[config.mk]
export PLATFORM = sky130hd
export DESIGN_NAME = mutex_client_2
export DESIGN_NICKNAME = d
export VERILOG_FILES = /design/src/rtl/mutex_client_2.sv
export SDC_FILE = /design/constraint.sdc
export NUM_CORES = 1
export LEC_CHECK = 0
export ABC_CLOCK_PERIOD_IN_PS = 3100
export BUFFER_PORTS_ARGS = -buffer_cell sky130_fd_sc_hd__buf_2
export CAP_MARGIN = 15
export CORE_MARGIN = 5
export CORE_UTILIZATION = 64
export DETAILED_ROUTE_END_ITERATION = 8
export GPL_TIMING_DRIVEN = 0
export HOLD_SLACK_MARGIN = 0.08
export PLACE_DENSITY = 0.85
export SETUP_SLACK_MARGIN = 0.02
export SYNTH_ARGS = -nofsm -noshare
export SYNTH_HDL_FRONTEND = slang
export SYNTH_SLANG_ARGS = --single-unit
[constraint.sdc]
create_clock -name clk -period 3.1 [get_ports clk]
set_clock_uncertainty 0.1 [all_clocks]
set_input_delay 0.155 -clock clk [delete_from_list [all_inputs] [get_ports clk]]
set_output_delay 0.155 -clock clk [all_outputs]
set_load 0.02 [all_outputs]
[src/rtl/mutex_client_2.sv]
// Two-channel requester front end for a clocked 2-way mutex: acquires, qualifies
// the grant, holds the resource for a job length, releases and flags misuse.
module mutex_client_2 #(
    parameter int LEN_W      = 8,
    parameter int STABLE_CYC = 2,
    parameter int TIMEOUT    = 255
) (
    input  logic             clk,
    input  logic             rst_n,
    input  logic [1:0]       start,
    input  logic [LEN_W-1:0] len0,
    input  logic [LEN_W-1:0] len1,
    output logic [1:0]       req,
    input  logic [1:0]       gnt,
    output logic [1:0]       busy,
    output logic [1:0]       own,
    output logic [1:0]       done,
    output logic [1:0]       timeout,
    output logic             excl_err
);

    localparam int TO_W = (TIMEOUT > 0) ? $clog2(TIMEOUT + 1) : 1;
    localparam logic [3:0]       STAB_LIM = 4'(STABLE_CYC);
    localparam logic [TO_W-1:0]  TO_LIM   = TO_W'(TIMEOUT);
    localparam logic [LEN_W-1:0] LEN_ONE  = LEN_W'(1);

    typedef enum logic [1:0] {S_IDLE, S_ACQ, S_OWN, S_REL} state_t;

    state_t           r_state [2];
    state_t           w_state_nxt [2];
    logic [3:0]       r_stab [2];
    logic [3:0]       w_stab_nxt [2];
    logic [TO_W-1:0]  r_to [2];
    logic [TO_W-1:0]  w_to_nxt [2];
    logic [LEN_W-1:0] r_len [2];
    logic [LEN_W-1:0] w_len_nxt [2];
    logic [LEN_W-1:0] w_len_in [2];
    logic [1:0]       r_ok, w_ok_nxt;
    logic [1:0]       r_req, r_busy, r_own, r_done, r_timeout;
    logic [1:0]       w_done, w_tout, w_err;
    logic             w_err_any;
    logic             r_excl;

    assign w_len_in[0] = len0;
    assign w_len_in[1] = len1;

    always_comb begin
        w_done   = '0;
        w_tout   = '0;
        w_err    = '0;
        w_ok_nxt = r_ok;
        for (int i = 0; i < 2; i++) begin
            w_state_nxt[i] = r_state[i];
            w_stab_nxt[i]  = r_stab[i];
            w_to_nxt[i]    = r_to[i];
            w_len_nxt[i]   = r_len[i];
            case (r_state[i])
                S_IDLE: begin
                    if (gnt[i]) w_err[i] = 1'b1;
                    if (start[i]) begin
                        w_state_nxt[i] = S_ACQ;
                        w_len_nxt[i]   = (w_len_in[i] == '0) ? LEN_ONE : w_len_in[i];
                        w_stab_nxt[i]  = '0;
                        w_to_nxt[i]    = '0;
                        w_ok_nxt[i]    = 1'b0;
                    end
                end
                S_ACQ: begin
                    if (gnt[i] && !gnt[1-i])
                        w_stab_nxt[i] = (r_stab[i] != STAB_LIM) ? r_stab[i] + 4'd1 : r_stab[i];
                    else
                        w_stab_nxt[i] = '0;
                    if (r_to[i] != TO_LIM) w_to_nxt[i] = r_to[i] + 1'b1;
                    // Qualification beats timeout; the other channel's own must already be low.
                    if (r_stab[i] == STAB_LIM && !r_own[1-i]) begin
                        w_state_nxt[i] = S_OWN;
                    end else if (TIMEOUT != 0 && w_to_nxt[i] == TO_LIM) begin
                        w_state_nxt[i] = S_REL;
                        w_tout[i]      = 1'b1;
                    end
                end
                S_OWN: begin
                    if (!gnt[i]) begin
                        w_state_nxt[i] = S_REL;
                        w_err[i]       = 1'b1;
                    end else if (r_len[i] == LEN_ONE) begin
                        w_state_nxt[i] = S_REL;
                        w_ok_nxt[i]    = 1'b1;
                    end else begin
                        w_len_nxt[i] = r_len[i] - LEN_ONE;
                    end
                end
                S_REL: begin
                    if (!gnt[i]) begin
                        w_state_nxt[i] = S_IDLE;
                        w_done[i]      = r_ok[i];
                    end
                end
                default: w_state_nxt[i] = S_IDLE;
            endcase
        end
    end

    assign w_err_any = (w_err != 2'b00) || (gnt == 2'b11);

    always_ff @(posedge clk or negedge rst_n) begin
        if (!rst_n) begin
            for (int i = 0; i < 2; i++) begin
                r_state[i] <= S_IDLE;
                r_stab[i]  <= '0;
                r_to[i]    <= '0;
                r_len[i]   <= '0;
            end
            r_ok      <= '0;
            r_req     <= '0;
            r_busy    <= '0;
            r_own     <= '0;
            r_done    <= '0;
            r_timeout <= '0;
            r_excl    <= 1'b0;
        end else begin
            for (int i = 0; i < 2; i++) begin
                r_state[i] <= w_state_nxt[i];
                r_stab[i]  <= w_stab_nxt[i];
                r_to[i]    <= w_to_nxt[i];
                r_len[i]   <= w_len_nxt[i];
                r_req[i]   <= (w_state_nxt[i] == S_ACQ) || (w_state_nxt[i] == S_OWN);
                r_busy[i]  <= (w_state_nxt[i] != S_IDLE);
                r_own[i]   <= (w_state_nxt[i] == S_OWN);
            end
            r_ok      <= w_ok_nxt;
            r_done    <= w_done;
            r_timeout <= w_tout;
            r_excl    <= r_excl | w_err_any;
        end
    end

    assign req      = r_req;
    assign busy     = r_busy;
    assign own      = r_own;
    assign done     = r_done;
    assign timeout  = r_timeout;
    assign excl_err = r_excl;

endmodule

* After elaboration in Yosys (flattened, before gate mapping)
Index checks and enable logic that the tools add are counted.
Storage, ports and cells: input bits 22, flip-flop bits (word level) 57, output and inout port bits 11, logic and storage cells 148
Operators by class: add/subtract/negate cells 6, equal/unequal tests 31, reduce and logical (&&, ||, !) cells 30, multiplexer cells 64, bitwise operators 1
Operators with widths (number):
- two-way mux 8 bit | 14
- one-hot mux 8 bit (2 select lines) | 4
- two-way mux 2 bit | 12
- two-way mux 4 bit | 6
- two-way mux 1 bit | 20
- adder 8 x 1 -> 8 bit, second input constant | 2
- == test 8 x 1 -> 1 bit, second input constant | 2
- == test 8 bit, second input constant | 2
- zero test 8 bit | 2
- inequality test 2 bit, second input constant | 8
- inequality test 8 bit, second input constant | 2
- one-hot mux 2 bit (4 select lines) | 2
- one-hot mux 4 bit (2 select lines) | 2
- AND reduction 4 bit | 4
- subtractor 8 x 1 -> 8 bit, second input constant | 2
- == test 2 bit, second input constant | 7
- nonzero test 2 bit | 7
- adder 4 x 1 -> 4 bit, second input constant | 2
- == test 2 x 1 -> 1 bit, second input constant | 4
- == test 4 x 2 -> 1 bit, second input constant | 2
- inequality test 4 x 2 -> 1 bit, second input constant | 2
- one-hot mux 1 bit (2 select lines) | 4
- inequality test 3 bit, second input constant | 2
- AND reduction 3 bit | 2
- 6 further kinds | 16

* Logic depth before layout (Yosys ltp)
depth after elaboration 9, mapped depth 9, mapped depth without buffers 9

* Worst setup path before layout
No wires, ideal clock.
path type reg2reg, start point register r_to[8] in the netlist's numbering, end point register r_req[0] (netlist: req[0]), library setup time 126 ps, arrival 1922 ps, clock period less this slack 2148 ps, setup slack 952 ps, cell stages (with the launch flop) 9, data required time 2874 ps, buffers on the path 1, path through dfrtp_1 ha_1 nand3_2 or2_1 buf_6 a21boi_1 a2111oi_2 nor2_1 ha_1
Between the ends: cells in the longest elaborated chain, start to end 9, elaborated cells between the ends (all ways) 11, classes of those cells add/sub: 1; eq/ne: 4; mux: 5; reduce/logical: 1
Ends and longest elaborated chain:
- start: declaration | line 33 | logic [TO_W-1:0] r_to [2];
- start signal: indexed assignment | line 125 | r_to[i] <= w_to_nxt[i];
- adder 8 x 1 -> 8 bit or inequality test 8 bit (tied branches) | line 73 | if (r_to[i] != TO_LIM) w_to_nxt[i] = r_to[i] + 1'b1;
- two-way mux 8 bit * | line 73
- two-way mux 8 bit * | line 57 | case (r_state[i])
- == test 8 bit * | line 77 | end else if (TIMEOUT != 0 && w_to_nxt[i] == TO_LIM) begin
- two-way mux 2 bit * | line 77
- two-way mux 2 bit * | line 75 | if (r_stab[i] == STAB_LIM && !r_own[1-i]) begin
- one-hot mux 2 bit (4 select lines) * | line 57
- == test 2 x 1 -> 1 bit or == test 2 bit (tied branches) | line 127 | r_req[i] <= (w_state_nxt[i] == S_ACQ) || (w_state_nxt[i] == S_OWN);
- logical OR 1 bit * | line 127
- end signal: indexed assignment | line 127
- end: declaration | line 39 | logic [1:0] r_req, r_busy, r_own, r_done, r_timeout;
Every way passes the cells marked *; elsewhere a longest branch is shown, timed or not. The select of a mux whose other input is x is not followed. A chain may end at the register's enable or synchronous reset.

* Worst setup path after layout
Ends and elaborated chain as after synthesis.

==> results.md <==
Yosys:
- The basic-gate share of the synthesized area counting and, or, nand and nor cells is a little under a quarter.
- The count of different cell masters after synthesis is 54.
- By area, the combinational part of the netlist is dominated by simple AND/OR/NAND/NOR gates.
- The synthesized netlist devotes around 1.8% of its cell area to XOR and XNOR gates.
- For this run, the leading register cell type out of synthesis is dfrtp_1.
- The cell area after synthesis is around 0.0034 sq mm.
- After synthesis, the share of cell area in mux cells is less than 1%.
- After synthesis the netlist holds a flip-flop and latch count of between 50 and 60.
- The Yosys step of the flow raised 0 warnings.
- The number of enable flip-flop cells after synthesis is 0.
- Yosys attributes the largest share of cell area to dfrtp_1 43%, o21ai_0 7.3%, nor2_1 5.4%.
- The post-synthesis instance total is ~400.
- The synthesized net count is roughly 430.
- The fraction of the mapped netlist area in compound gates is a little under a quarter.
- The top cell type by area accounts for 42.55% of the synthesized area.
- The post-synthesis adder-cell area fraction is 5.226%.
- The biggest area contributor in the post-synthesis netlist is dfrtp_1.
- Summing the sequential cell areas from Yosys gives a little over two fifths of the chip area.
- After synthesis, the mean cell area works out to 8.595 sq um.
- The proportion of synthesized flip-flops having asynchronous set or reset is 100.0%.

Finish:
- Cells with a size suffix above 1 make up about an eighth of the layout.
- The final layout net count is around 480.
- The layout has ~350 filler cells.
- Leaving out filler cells and counting taps, the final layout contains 520.
- Measured on the finished design, the core utilization comes to approximately 80%.
- The area overhead of the layout relative to synthesis is 19.67%.
- The number of antenna repair diodes is 0.
- The register area is about 0.0014 sq mm.
- The area occupied by multi-input gates is roughly 0.0018 sq mm.

Worst setup path:
- The worst-case reg-to-reg path depth is 8.
- In this run the critical register-to-register path is launched from r_to[8]$_DFFE_PN0P_.
- Traced cell by cell, the critical path runs through ha_1 > nand3_2 > or2_1 > buf_6 > a21boi_1 > a2111oi_2 > nor2_1 > ha_1.
- For flop-to-flop paths, the worst setup slack is about 0.66 ns.
- The worst reg2reg path endpoint is req[0]$_DFF_PN0_.
- The worst endpoint required time is roughly 3.2 ns.
- STA classifies the critical path startpoint as a flop.
- The standard cell with the maximum stage delay on the critical path is dfrtp_1.
- Together, buffers and inverters on the worst path number 1.
- STA classifies the critical path endpoint as a flop.
- The path type of the worst setup path is reg2reg.
- The maximum fanout along the worst path is 8.
- The data arrival time of the worst path is approximately 2.6 ns.
- The cell family with the largest share of critical-path delay is adder cells.
- The most prevalent standard cell on the critical path is ha_1.
- The delay of the slowest cell on the worst path is about 0.50 ns.

Global routing:
- Across every metal layer, demand over resource in global routing totals between 20 and 30%.
- The first global-routing pass estimated about 15000 um of wire.
- Entering global routing, the biggest net connects 33 pins.
- The number of global-route vias before repair is around 3300.
- The global-route congestion overflow total is 0.
- The number of antenna violations at the first check in global routing is 0.

Routing:
- In the routed design, unresolved DRC markers number 0.
- The detailed-route via count is roughly 3300.
- In this run, the number of DRC markers left after iteration 0 of detailed routing was 234.
- The final antenna-violating net count is 0.
- The final routed wire length divided by cell count is around 16 um.
- The first-pass iteration count of the detailed router is 5.
- Dividing the detail-routed via count by the number of cells gives 6.277.
- The final layout contains routed wiring with a total length of ~8500 um.

Die:
- The region available for standard cell placement spans 0.005107 sq mm.
- The overall die area is 0.006785 sq mm.
- The number of top-level pins is 33.
- The die is a little over 80 um tall.
- The site row count is 26.
- The starting utilization of the core area is about two thirds.
- The floorplan step set the die width to ~82 um.

Clocking:
- The clock insertion delay at the later pin of the skew report is around 0.34 ns.
- In this run, post-CTS hold repair placed 12 buffers.
- TritonCTS built the clock tree.
- TritonCTS created 9 clock buffers.
- The tree is rooted in a clkbuf_8.
- Counting along the longest clock path gives a buffer depth of 2.
- Counting every sink on the clock net gives 57.
- The register clock-pin slew on the reported worst setup and hold paths is 0.07 ns.
- The post-CTS repair timing setup buffer count is 0.
- The level count of the clock H-tree is 3.
- The quantity of gates resized following cts is 0.

Timing:
- The period utilization is roughly four fifths.
- Setup repair after global routing left no endpoint under its margin.
- Setup violations remaining at the end of the flow were counted as 0.
- Subtracting the final worst setup slack from the clock period gives roughly 2.4 ns.
- The sum of negative setup slack is 0 ns.
- Timing would allow up to about 410 MHz.
- The number of failing hold endpoints at the final stage is 0.
- Headroom to the max-slew limit came out at 56.33%.
- The max-slew violation count is 0.
- The transition time at the pin with the least slew margin is roughly 0.65 ns.

Min path:
- The worst hold path cell count is 4.
- The worst hold path class is in2reg.
- The end of the worst hold path is r_len[3]$_DFFE_PN0P_.
- In this run the most critical hold path is launched from len1[3].

Outcome:
- The flow ran to the end, and the final reports show no timing, DRC or antenna violations.

Placed design:
- The number of placed instances, taps included is roughly 490.
- Routability-driven placement finished with a final weighted congestion of 0.9123.
- The placed wire-length estimate after detailed placement is approximately 5500 um.
- Port buffering added 31 buffers.

Power and ir drop:
- IR analysis of the VDD net gives a maximum drop of 0.0005144 V.
- In this run the power density over the cells is ~820 mW/mm^2.
- The static power due to leakage is between 1.5 and 2 nW.

Job:
- Max-cap violations in this run came to 0.
==> state kept, by name, summed over array words and instances (netlist names) <==
signal    cells
timeout       2
r_state       4
req           2
r_stab        8
own           2
r_ok          2
busy          2
r_to         16
excl_err      1
done          2
r_len        16
==> logic make-up (layout without fill, tap and decap cells) <==
kind of cell	after synthesis	count (layout)
compound gates	125	125
xor+xnor	7	7
fa+ha+maj	14	14
buf+inv	32	92
flops	57	57
mux	1	1
simple gates	154	154
==> report_power, final <==
group	internal (mW)	switching, mW
combinational	0.434	0.692
clock	0.658	0.313
sequential	0.959	0.247
==> cell usage in the layout, fill, tap and decap left out, types with 9 or more instances in the layout <==
master and instances:
inv_1 17, a21oi_1 32, nand2_1 32, ha_1 14, nor2b_1 10, nor2_1 48
buf_2 32, o21ai_0 49, nand3_1 10, dfrtp_1 57, dlygate4sd3_1 12, clkbuf_8 11
clkbuf_1 11, nand2b_1 9
==> through the flow <==
step | power [mW] | instance area [sq um] | hold WS [ns] | worst slack (ns)
after floorplan | 1.947 | 3352 | -0.2406 | 0.9521
after global placement | 2.205 | 3595 | 0.3426 | 0.7524
after detailed placement | 2.267 | 3615 | 0.09610 | 0.7331
after CTS | 3.262 | 4011 | 0.1210 | 0.7035
after global routing | 3.541 | 4011 | 0.1386 | 0.4980
final | 3.303 | 4011 | 0.1158 | 0.6573
==> worst min-delay path, delay by kind of cell <==
kind                   cells  cell delay [ns]
AND/OR/NAND/NOR            1             0.11
AO/OA/AOI/OAI              2             0.17
buffers and inverters      1             0.09
==> Yosys cell counts, types with 8 or more instances <==
cell	n
ha_1	14
dfrtp_1	57
clkbuf_1	11
inv_1	17
nor2b_1	10
nand2b_1	9
o21ai_0	49
nand3_1	10
nor4_1	8
nor2_1	48
a21oi_1	32
nand2_1	32
==> area by class of cell <==
type	instances	area share (%)
buffer	15	1.809
multi-input combinational	301	44.60
clock inverter	5	3.119
tap	70	2.183
inverter	17	1.591
timing repair buffer	44	7.361
clock buffer	11	3.774
sequential	57	35.56
==> worst max path at each step <==
stage,startpoint,to,cells after the start
2_1_floorplan,r_to[8]$_DFFE_PN0P_,req[0]$_DFF_PN0_,8
3_3_place_gp,r_to[8]$_DFFE_PN0P_,req[0]$_DFF_PN0_,8
3_5_place_dp,r_to[8]$_DFFE_PN0P_,req[0]$_DFF_PN0_,8
4_1_cts,r_to[8]$_DFFE_PN0P_,req[0]$_DFF_PN0_,8
5_1_grt,r_to[8]$_DFFE_PN0P_,req[0]$_DFF_PN0_,8
6_report,r_to[8]$_DFFE_PN0P_,req[0]$_DFF_PN0_,8
==> metal layers <==
metal | wire length, um | vias up | track usage [%]
li1 | - | 1523 | -
met1 | 3779 | 1570 | 39.47
met2 | 3949 | 142 | 45.43
met3 | 501 | 29 | 5.965
met4 | 233 | 0 | 13.79
met5 | 0 | - | 0
No activity file was read; power rests on OpenSTA's default activity.
